===== config.mk =====
export PLATFORM = sky130hd
export DESIGN_NAME = imm_gen_stage
export DESIGN_NICKNAME = d
export VERILOG_FILES = /design/src/rtl/imm_gen_stage.sv
export SDC_FILE = /design/constraint.sdc
export NUM_CORES = 1
export LEC_CHECK = 0
export BUFFER_PORTS_ARGS = -buffer_cell sky130_fd_sc_hd__buf_4
export CORE_MARGIN = 1.5
export CORE_UTILIZATION = 25
export DETAILED_ROUTE_END_ITERATION = 6
export SLEW_MARGIN = 20
export SYNTH_ARGS = -nofsm -noshare
export SYNTH_HDL_FRONTEND = slang
export SYNTH_SLANG_ARGS = --single-unit

===== constraint.sdc =====
create_clock -name clk -period 1.8 [get_ports clk]
set_input_delay 0.18 -clock clk [delete_from_list [all_inputs] [get_ports clk]]
set_output_delay 0.18 -clock clk [all_outputs]
set_load 0.05 [all_outputs]

===== src/rtl/imm_gen_stage.sv =====
// Immediate generator with a 2-entry skid FIFO between decode and execute.
// Build option: define IMM_GEN_CSR_EN to make ext_op=7 produce the CSR zimm instead of an error entry.
module imm_gen_stage #(
   parameter int XLEN  = 32,
   parameter int TAG_W = 5
) (
   input  logic             clk,
   input  logic             rstn,
   input  logic             flush,
   input  logic             in_valid,
   output logic             in_ready,
   input  logic [31:0]      instr,
   input  logic [2:0]       ext_op,
   input  logic [TAG_W-1:0] in_tag,
   output logic             out_valid,
   input  logic             out_ready,
   output logic [XLEN-1:0]  imm,
   output logic [TAG_W-1:0] out_tag,
   output logic             out_err
);

   if (XLEN != 32 && XLEN != 64) begin : g_bad_xlen
      $error("imm_gen_stage: XLEN must be 32 or 64");
   end

   logic [XLEN-1:0]  w_imm;
   logic             w_err;
   logic             w_push;
   logic             w_pop;
   logic             w_unused_opcode;

   logic [XLEN-1:0]  r_imm [2];
   logic [TAG_W-1:0] r_tag [2];
   logic             r_err [2];
   logic             r_wp;
   logic             r_rp;
   logic [1:0]       r_cnt;

   // Opcode bits never feed any immediate format.
   assign w_unused_opcode = &{1'b0, instr[6:0]};

   always_comb begin
      w_imm = '0;
      w_err = 1'b0;
      case (ext_op)
         3'd1: begin
            if (XLEN == 64) w_imm = {{(XLEN-6){1'b0}}, instr[25:20]};
            else            w_imm = {{(XLEN-5){1'b0}}, instr[24:20]};
         end
         3'd2: w_imm = {{(XLEN-12){instr[31]}}, instr[31:20]};
         3'd3: w_imm = {{(XLEN-12){instr[31]}}, instr[31:25], instr[11:7]};
         3'd4: w_imm = {{(XLEN-13){instr[31]}}, instr[31], instr[7], instr[30:25],
                        instr[11:8], 1'b0};
         3'd5: w_imm = {{(XLEN-32){instr[31]}}, instr[31:12], 12'b0};
         3'd6: w_imm = {{(XLEN-21){instr[31]}}, instr[31], instr[19:12], instr[20],
                        instr[30:21], 1'b0};
         3'd7: begin
`ifdef IMM_GEN_CSR_EN
            w_imm = {{(XLEN-5){1'b0}}, instr[19:15]};
`else
            w_err = 1'b1;
`endif
         end
         default: ;
      endcase
   end

   // in_ready looks only at registered occupancy so no comb path from out_ready.
   assign in_ready  = (r_cnt != 2'd2);
   assign out_valid = (r_cnt != 2'd0);
   assign w_push    = in_valid & in_ready;
   assign w_pop     = out_valid & out_ready;

   assign imm     = out_valid ? r_imm[r_rp] : '0;
   assign out_tag = out_valid ? r_tag[r_rp] : '0;
   assign out_err = out_valid ? r_err[r_rp] : 1'b0;

   always_ff @(posedge clk or negedge rstn) begin
      if (!rstn) begin
         r_cnt <= 2'd0;
         r_wp  <= 1'b0;
         r_rp  <= 1'b0;
         for (int i = 0; i < 2; i++) begin
            r_imm[i] <= '0;
            r_tag[i] <= '0;
            r_err[i] <= 1'b0;
         end
      end else if (flush) begin
         r_cnt <= 2'd0;
         r_wp  <= 1'b0;
         r_rp  <= 1'b0;
      end else begin
         if (w_push) begin
            r_imm[r_wp] <= w_imm;
            r_tag[r_wp] <= in_tag;
            r_err[r_wp] <= w_err;
            r_wp        <= ~r_wp;
         end
         if (w_pop) r_rp <= ~r_rp;
         case ({w_push, w_pop})
            2'b10:   r_cnt <= r_cnt + 2'd1;
            2'b01:   r_cnt <= r_cnt - 2'd1;
            default: ;
         endcase
      end
   end

endmodule


# Word level (Yosys, flattened, before mapping)
# Cells that the tools add are included.
# W data, S select, Z words.
[word_totals]
out_inout_bits = 40
ff_bits = 80
in_bits = 45
word_cells = 66
[classes]
bitwise = 7
mux = 29
n_eq_ne = 10
order_cmp = 3
n_addsub = 2
n_reduce_logical = 6
[op_table]
columns = ["cell", "n"]
rows = [
  ["$pmux W32 S6", 1],
  ["$mux W32", 5],
  ["$bwmux W64", 1],
  ["$demux W32 S1", 1],
  ["$mux W5", 5],
  ["$eq A3 B3 Y1 const B", 4],
  ["$bwmux W10", 1],
  ["$mux W1", 10],
  ["$eq A3 B2 Y1 const B", 2],
  ["$reduce_bool A2 Y1", 3],
  ["$demux W5 S1", 1],
  ["$ge A2 B2 Y1 const B", 2],
  ["$not A1 Y2", 2],
  ["$pmux W2 S2", 1],
  ["$eq A3 B1 Y1 const B", 1],
  ["$not A1 Y1", 3],
  ["$reduce_bool A3 Y1", 1],
  ["$add A2 B1 Y2 const B", 1],
  ["$and A1 B1 Y1", 2],
  ["$bwmux W2", 1],
  ["$eq A2 B1 Y1 const B", 1],
  ["$eq A2 B2 Y1 const B", 1],
  ["$lt A2 B1 Y1 const B", 1],
  ["$mux W2", 1],
  ["5 further kinds", 5],
]

# Logic depth before layout (Yosys ltp)
# Gate-level depths: netlist of the first run.
[depth]
word_depth = 6
ltp_mapped = 6
mapped_depth_nobuf = 4

# Least setup slack after synthesis of the first run
# Ideal clock, no wire load.
[synth_path]
path_type = "reg2out"
start = "reg r_rp"
end = "out imm[25]"
required_ps = 1620
slack_ps = -85
n_path_buf = 3
stages_incl_launch_ff = 6
t_arrival_ps = 1705
path_cell_list = "dfrtp_1 -> clkbuf_1 -> buf_2 -> buf_2 -> mux2i_1 -> nor2_1"
[synth_via]
elab_chain_len = 5
[synth_rtl]
columns = ["item", "line", "source"]
rows = [
  ["start: declaration", "36", "logic r_rp;"],
  ["start signal: assignment", "99", "if (w_pop) r_rp <= ~r_rp;"],
  ["$not A1 Y2 (not written as such)", "74", "assign imm = out_valid ? r_imm[r_rp] : '0;"],
  ["$mux W32 (not written as such) (3 in a row)", "74", ""],
  ["$mux W32", "74", ""],
  ["end: declaration", "17", "output logic [XLEN-1:0] imm,"],
]
# Every way passes these cells. The select of a mux whose other input is x is not followed.

# Worst setup path in the final report of the first run
[layout_path]
start = "reg r_rp"
end = "out imm[28]"
# The elaborated chain is that of the path after synthesis.

==> reports/results.ini, run 1 <==
[global_routing]
met2_usage_pct = 21.74
grt_pass1_vias = 3333
grtUsageMet1_pct = 16.58
globalRoute.totalOverflow = 0
grt_max_degree = 40
grt_util_met3_pct = 1.927
antenna_found_initial = 0
globalRouteTotalUtil_pct = 12.85
grt_pass1_wl_microns = 18000
busiest_layer = met2

[die]
die_x_microns = 134.4
ioPinCount = 85
placement_rows = 47
initial_core_util_pct = 25.85
die_area_sq_um = 18070
fp.coreArea_sq_um = 16700
die_h_microns = 134.4

[worst_setup_path]
crit_type = register to primary output
reg2reg_depth = 5
rr_endpoint = r_imm[23]
critical_path.startpoint_type = register
r2r-start = r_cnt[1]
worstSetupEndpointType = primary output
reg2reg_setup_slack_ps = 130
worst_ep_arrival_time_ps = 1610
cp-endpoint = imm[28]
crit_fanout = 20
worstSetupStartpoint = r_rp
cp.required_ps = 1620

[final_layout]
area_growth_pct = 28.54
post_route_cells_drive_above_1_share_pct = 39.86
antenna-diode-count = 0
finalNonFillerCells = 649
num-nets-final = 469

[clock_network]
cts_inserted_buffers = 9
clock_net_sink_count = 80
cts_tree = done
ctsLongestPathBuffers = 2
htree_num_levels = 3
cts.repair_timing.setup_buffer_count = 0
clk-insertion-delay-late_ps = 330
cts.reportedPaths.clkPinSlew_ps = 60
cell_chosen_for_the_clock_root = clkbuf_16

[timing]
max_freq_ghz = 0.5593
ratio_of_final_minimum_period_to_clock_period_pct = 99.33
slew-limit-headroom_pct = 59.02
tightestPinTransition_ps = 614.6
finalWorstPathRequiredPeriod_ps = 1788
hold_viol = 0
slew_viol_final = 0
rsz0062_at_grt = true
setup_viol_count_final = 0
worst_clock_skew_ps = 8.309

[pwr]
power_leakage_nw = 2.472
vdd.ir_drop.worst_uv = 522.4
p_total_mw = 6.089
powerDensity_nw_per_um2 = 1097

[synthesis]
synth_cells = 355
synth-seq-area-share_pct = 46.36
yosysWarningCount = 0
ys_seq_elements = 80
synth_nets = 400
avgSynthCellArea_sq_um = 12.16
syn-cell-area_sq_um = 4318
synth_cell_types = 37

[detailed_routing]
route.final.wire_length_microns = 10990
drc = 0
num_vias = 3063
route.antenna.remaining_nets = 0
first_pass_iters = 4
initial_drc_count = 135
average_wire_per_cell_in_the_routed_design_microns = 16.93
avgViaCountPerCell = 4.720

[placement]
dpl.hpwl_microns = 7325
gp_congestion = 0.7032
placement.io_buffers = 77
placed_cells_incl_taps = 631

[worst_hold_path]
worstHoldPathType = primary input to register

[flow_run]
drv.max_cap_violation_count = 0

[status]
status = finished clean

## cell usage after synthesis, drive strengths merged
master,number,area [sq um]
and3,7,43.79
nand2,9,33.78
nand2b,3,18.77
xnor2,1,8.760
clkbuf,12,45.04
a221o,4,40.04
a21oi,4,20.02
nand3b,2,18.77
or2,2,12.52
a21o,1,7.510
inv,3,11.26
o211ai,1,7.510
buf,19,156.4
nor2b,3,26.27
a32o,11,110.1
o221ai,8,70.07
or3,1,6.260
nor3b,1,7.510
o21ai,5,25.02
nand4b,2,17.52
mux2i,48,480.5
xor2,1,8.760
mux2,80,915.9
and3b,1,8.760
dfrtp,80,2002
nor4,1,21.27
nor2,41,153.9
nor4bb,4,40.04
## layout make-up
type / count / area, sq um
flip-flops and latches: 80 / 2006
clock inverters: 7 / 120.1
repair buffers: 89 / 769.5
clock buffers: 9 / 225.2
well taps: 220 / 275.3
fillers: 1695 / 11150
multi-input cells: 241 / 2143
inverters: 3 / 11.26
## metrics by stage
| step | hold WS (ps) | worst slack [ps] | area, sq um | utilization, % | TNS (ps) |
|---|---|---|---|---|---|
| after detailed placement | 189.0 | 58.12 | 5141 | 30.78 | 0 |
| after CTS | 49.51 | -1.820 | 5533 | 33.13 | -1.820 |
| after global placement | 180.1 | 137.7 | 5141 | 30.78 | 0 |
| after floorplan | -115.6 | -35.99 | 4343 | - | -35.99 |
| after global routing | 51.83 | -49.64 | 5550 | 33.23 | -140.0 |
| final | 55.59 | 11.99 | 5550 | 33.23 | 0 |
## cell usage in the layout, fill, tap and decap left out, types with 3 or more instances in the layout
master	instances
o21ai_0	5
dfrtp_1	77
and3_1	7
buf_4	79
o221ai_1	8
bufinv_16	3
mux2_2	41
a32o_1	11
buf_6	3
mux2_4	4
dfrtp_2	3
a221o_1	4
nor2_1	30
nor4bb_1	4
nand2_1	9
mux2i_1	46
buf_12	4
a21oi_1	4
mux2_1	35
nand2b_1	3
nor2_2	10
clkbuf_16	10
## sequential cells by signal, summed over array words and instances, names as in the netlist
name,count
r_cnt,2
r_err,2
r_imm,64
r_rp,1
r_tag,10
r_wp,1
## logic make-up after synthesis
group / count (synthesis) / share of synthesized area [%]
buffers and inverters: 34 / 4.926
XOR/XNOR: 2 / 0.4058
AND/OR/NAND/NOR: 77 / 9.476
flip-flops: 80 / 46.36
multiplexers: 128 / 32.34
AO/OA/AOI/OAI: 34 / 6.491
## metal layers
| layer | part of all wire, % | wire length [microns] |
|---|---|---|
| met2 | 50 | 5520 |
| met1 | 45 | 4944 |
| met5 | 0 | 0 |
| met4 | 1.7 | 190 |
| met3 | 3.0 | 332 |
## where the power goes
| group | internal (mW) | switching, mW |
|---|---|---|
| Clock | 1.36 | 0.728 |
| Combinational | 0.713 | 0.872 |
| Sequential | 2.21 | 0.211 |
| Total | 4.28 | 1.81 |
## worst min path at each step
stage | start | end | slack, ps | cells past startpoint
after detailed placement | rstn | r_imm[49] | 190 | 1
after CTS | flush | r_rp | 50 | 2
after global placement | rstn | r_imm[17] | 180 | 1
after global routing | flush | r_rp | 50 | 2
final | flush | r_cnt[0] | 60 | 2
after floorplan | rstn | r_cnt[0] | -120 | 0
## worst max-delay path, cell delays in order (launching register included)
cell     delay (ps)
dfrtp_2         460
buf_12          230
mux2i_1         330
nor2_2           50
buf_4           190
## repair_timing
item | CTS | global route
endpoints found under the setup margin | 2 | 61
hold endpoints to repair | 37 | 0
gates cloned | 1 | 0
pin swaps | 0 | 1
resized for setup | 1 | 8
hold buffers | 1 | 0
Power figures use the tool's default switching activity.
==> run 2: changes to the inputs <==
- CELL_PAD_IN_SITES_DETAIL_PLACEMENT: not set -> 0
- CELL_PAD_IN_SITES_GLOBAL_PLACEMENT: not set -> 2
- PLACE_DENSITY_LB_ADDON: not set -> 0.1
==> run 2 against run 1 <==
Compared with the run above:
- critical path depth is 1 higher
- clock-buffer cell count is 5 higher
- worst hold slack better by 11 ps
- die area stayed put
- flip-flop and latch count stayed put
- sequential share of layout area is 1.1 points lower
- fmax is 0.68% higher
- clock skew is 2.6 ps lower
==> reports/results.ini, run 2 (synthesis gave the netlist of run 1 again) <==
[clock_network]
cell_chosen_for_the_clock_root = clkbuf_16
cts_tree = done
ctsLongestPathBuffers = 2
cts.reportedPaths.clkPinSlew_ps = 50
clock_net_sink_count = 80
clk-insertion-delay-late_ps = 340
htree_num_levels = 3
cts_inserted_buffers = 9

[final_layout]
num-nets-final = 484
final.fill_count = 1745
layout_commonest_cell = dfrtp_1
reg_top3 = r_imm x64, r_tag x10
utilization_pct = 34.20
largest_register_ffs = 64
registers.top_by_ff_count = r_imm
layout.cells.most_common_list = dfrtp_1 (79), buf_4 (73), mux2i_1 (45), mux2_2 (41), mux2_1 (35)
area_growth_pct = 32.28
post_route_cells_drive_above_1_share_pct = 41.99
antenna-diode-count = 0
finalInstanceArea_sq_um = 5712

[worst_setup_path]
reg2reg_setup_slack_ps = 80
critical_path.startpoint_type = register
crit_type = register to primary output
worstSetupEndpointType = primary output
crit_fanout = 10
cp.required_ps = 1620
worst_ep_arrival_time_ps = 1600

[die]
die_x_microns = 134.4
die_h_microns = 134.4
die_area_sq_um = 18070
ioPinCount = 85
placement_rows = 47
fp.coreArea_sq_um = 16700
initial_core_util_pct = 25.85

[detailed_routing]
route.antenna.remaining_nets = 0
drc = 0
num_vias = 3092
route.final.wire_length_microns = 11780
first_pass_iters = 4
avgViaCountPerCell = 4.664
average_wire_per_cell_in_the_routed_design_microns = 17.76
initial_drc_count = 96

[timing]
final.hold.worst_slack_ps = 67.08
worst_slack_ps = 24.04
worst_clock_skew_ps = 5.682
max_freq_ghz = 0.5631
ratio_of_final_minimum_period_to_clock_period_pct = 98.66
tightestPinTransition_ps = 618.7
finalWorstPathRequiredPeriod_ps = 1776
slew_viol_final = 0
hold_viol = 0
slew-limit-headroom_pct = 58.76
rsz0062_at_grt = true
setup_viol_count_final = 0

[global_routing]
grt_pass1_vias = 3212
globalRoute.totalOverflow = 0
grt_max_degree = 39
globalRouteTotalUtil_pct = 13.61
antenna_found_initial = 0
grt_pass1_wl_microns = 18520

[pwr]
p_total_mw = 5.743
powerDensity_nw_per_um2 = 1005
power_leakage_nw = 2.550
vdd.ir_drop.worst_uv = 506.5

[flow_run]
drv.max_cap_violation_count = 0

[placement]
placed_cell_area_sq_um = 5211
pre_cts_ws_ps = 178.5
placement.io_buffers = 77
dpl.hpwl_microns = 7729
gp_congestion = 0.7021

[worst_hold_path]
worstHoldPathType = primary input to register

[status]
status = finished clean

## run 2: cell types whose count changed in the layout (fill, tap and decap cells not counted), sizes merged
| cell | delta |
|---|---|
| bufinv | -3 |
| clkinv | -2 |
| clkinvlp | -1 |
| bufbuf | +1 |
| buf | +14 |
| clkbuf | +5 |
## run 2: area by class of cell
cell class	instances	area, sq um	area share, %
multi-input cells	241	2165	37.90
flip-flops and latches	80	2003	35.07
repair buffers	104	1008	17.66
well taps	220	275.3	4.819
clock buffers	14	244.0	4.272
inverters	3	11.26	0.1972
clock inverters	1	5.005	0.08762
## run 2: metrics by stage
stage               cells   TNS, ps
floorplan             355    -35.99
global placement      637         0
detailed placement    637         0
CTS                   660  -0.04952
global route          663    -638.5
finish                663         0
## run 2: worst paths after layout
kind                           from         to  cells past startpoint
setup / recovery           r_cnt[0]    imm[25]                      5
hold / removal                flush   r_cnt[1]                      2
setup reg to reg           r_cnt[0]  r_imm[20]                      6
hold reg to reg            r_tag[5]   r_tag[5]                      1
max in group asynchronous      rstn       r_rp                      3
min in group asynchronous      rstn   r_tag[1]                      2
## run 2: repair_timing
action,in CTS,in global routing
setup endpoints to repair,16,35
hold endpoints to repair,29,0
hold buffers,1,0
gates cloned,2,1
pin swaps,1,0
resized for setup,2,29
setup buffers,5,2
## run 2: routing by layer
layer,global-route usage [%],wire [microns],up-vias
met5,0,0,-
met4,3.047,91,0
met3,3.779,494,5
met2,22.19,5664,71
met1,17.95,5527,1559
li1,-,-,1457
## run 2: report_power, final
part           switching [mW]  total (mW)  leakage, nW  internal [mW]
Clock                   0.678        1.61        0.121          0.927
Sequential              0.205        2.41         1.02           2.21
Combinational           0.916        1.72         1.41          0.809
## run 2: worst max-delay path: stages (launching register included)
cell       delay (ps)
dfrtp_1           380
buf_6             130
nor2_4            190
bufbuf_16         320
nor2_2             50
buf_4             180
==> run 3: changes to the inputs <==
- CORE_ASPECT_RATIO: not set -> 0.75
- CTS_BUF_LIST: not set -> sky130_fd_sc_hd__clkbuf_4 sky130_fd_sc_hd__clkbuf_8
==> run 3 against run 2 <==
Compared with the run above:
- non-clock buffer count increased by 1
- clock-buffer cell count decreased by 1
- first-iteration DRC count increased by 59%
- routed wire length increased by 12%
- combinational power increased by 13%
- sequential power about the same
- die area about the same
- fmax decreased by 0.82%
- clock power decreased by 14%
- cell count decreased by 0.45%
- flip-flop and latch count unchanged
==> reports/results.ini, run 3 (synthesis gave the netlist of run 1 again) <==
[clock_network]
htree_num_levels = 3
clk-insertion-delay-late_ps = 350
cts.reportedPaths.clkPinSlew_ps = 80
clock_net_sink_count = 80
cell_chosen_for_the_clock_root = clkbuf_8
ctsLongestPathBuffers = 2
cts_tree = done
cts_inserted_buffers = 9

[final_layout]
post_route_cells_drive_above_1_share_pct = 46.29
largest_register_ffs = 64
antenna-diode-count = 0
layout.cells.most_common_list = dfrtp_1 (79), buf_4 (46), mux2_2 (41), mux2i_1 (40), buf_6 (40)
finalNonFillerCells = 660
layout_commonest_cell = dfrtp_1
registers.top_by_ff_count = r_imm
final.fill_count = 1681
finalInstanceArea_sq_um = 5921
reg_top3 = r_imm x64, r_tag x10
area_growth_pct = 37.12
num-nets-final = 485

[pwr]
relative_contribution_of_sequential_cells_to_total_power_pct = 42.1
p_total_mw = 5.744
p_sw_mw = 1.879
power_leakage_nw = 2.599
p_int_mw = 3.865
vdd.ir_drop.worst_uv = 378.9
switching_part_of_the_total_power_pct = 32.71
powerDensity_nw_per_um2 = 970.1
clockPowerShare_pct = 24.2
proportion_of_power_drawn_by_combinational_gates_pct = 33.7

[detailed_routing]
drc = 0
avgViaCountPerCell = 4.752
average_wire_per_cell_in_the_routed_design_microns = 20.00
initial_drc_count = 153
first_pass_iters = 4
route.antenna.remaining_nets = 0
route.final.wire_length_microns = 13200
num_vias = 3136

[die]
fp.coreArea_sq_um = 16880
placement_rows = 41
ioPinCount = 85
die_x_microns = 154.8
die_area_sq_um = 18080
initial_core_util_pct = 25.58
die_h_microns = 116.8

[worst_setup_path]
crit_fanout = 7
reg2reg_setup_slack_ps = 160
crit_type = register to primary output
rr_endpoint = r_imm[19]
r2r-start = r_cnt[0]
critical_path.startpoint_type = register
worst_ep_arrival_time_ps = 1610
worstSetupEndpointType = primary output
reg2reg_depth = 5
cp.required_ps = 1620

[placement]
placed_cell_area_sq_um = 5142
dpl.hpwl_microns = 7502
gp_congestion = 0.6863
placed_cells_incl_taps = 627
placement.io_buffers = 77
pre_cts_ws_ps = 166.4

[worst_hold_path]
worst_hold_startpoint = flush
worstHoldPathType = primary input to register
hold_depth = 2
min_to = r_wp

[timing]
slew_viol_final = 0
worst_clock_skew_ps = 7.515
max_freq_ghz = 0.5584
hold_viol = 0
setup_viol_count_final = 0
rsz0062_at_grt = true
worst_slack_ps = 9.302
final.hold.worst_slack_ps = 40.52
slew-limit-headroom_pct = 59.42
tightestPinTransition_ps = 608.7
ratio_of_final_minimum_period_to_clock_period_pct = 99.48
finalWorstPathRequiredPeriod_ps = 1791

[status]
status = finished clean

[global_routing]
antenna_found_initial = 0
grt_max_degree = 40
grt_pass1_wl_microns = 18360
globalRoute.totalOverflow = 0
grt_pass1_vias = 3201
globalRouteTotalUtil_pct = 13.47

[flow_run]
drv.max_cap_violation_count = 0

## run 3: changes by cell type in the layout (fill, tap and decap cells not counted), sizes merged
cell	change
clkbuf	+4
buf	-3
bufbuf	-1
bufinv	+1
clkinv	+1
## run 3: worst max-delay path, stage by stage, from the launching register on
cell and delay, ps:
dfrtp_1 420, buf_6 140, nor2_4 110, buf_12 160, clkbuf_16 180, nor2_1 60
buf_6 160
## run 3: layout make-up
class                      instances  area [sq um]  share of cell area [%]
clock buffer                      13         166.4                   2.811
clock inverter                     3         40.04                  0.6762
inverter                           3         11.26                  0.1902
multi-input combinational        241          2232                   37.70
sequential                        80          2003                   33.83
tap                              215         269.0                   4.544
timing repair buffer             105          1199                   20.25
## run 3: repair_timing
item                       in CTS  in global routing
buffers inserted                0                  5
hold endpoints to repair       32                  0
pin swaps                       0                  2
gates cloned                    1                 10
hold buffers                    1                  0
setup endpoints to repair      12                 38
resized for setup               2                 74
## run 3: worst max-delay path by stage
stage | from | end | slack [ps] | cells past startpoint
floorplan | r_cnt[0] | out_valid | -40 | 4
CTS | r_rp | out_tag[3] | -50 | 4
global route | r_cnt[0] | imm[1] | -50 | 6
global placement | ext_op[1] | r_imm[56] | 200 | 4
detailed placement | ext_op[1] | r_imm[56] | 170 | 4
finish | r_cnt[0] | imm[1] | 9 | 6
## run 3: routing by layer
layer	up-vias	routed length [microns]	global-route usage, %
li1	1454	-	-
met1	1601	6735	19.75
met2	70	5800	20.18
met3	11	476	3.056
met4	0	188	3.077
met5	-	0	0
## run 3: per-stage QoR
stage | setup TNS (ps) | util (%)
floorplan | -35.99 | -
global placement | 0 | 30.47
CTS | -677.7 | 31.99
global route | -746.9 | 35.08
finish | 0 | 35.08
detailed placement | 0 | 30.47
## run 3: power by group through the flow
stage          clock [mW]  sequential [mW]  combinational (mW)
2_1_floorplan           0             2.38                1.15
3_3_place_gp            0             2.41                1.59
3_5_place_dp            0             2.43                1.62
4_1_cts              1.44             2.40                1.65
5_1_grt              1.53             2.47                2.07
6_report             1.39             2.42                1.94
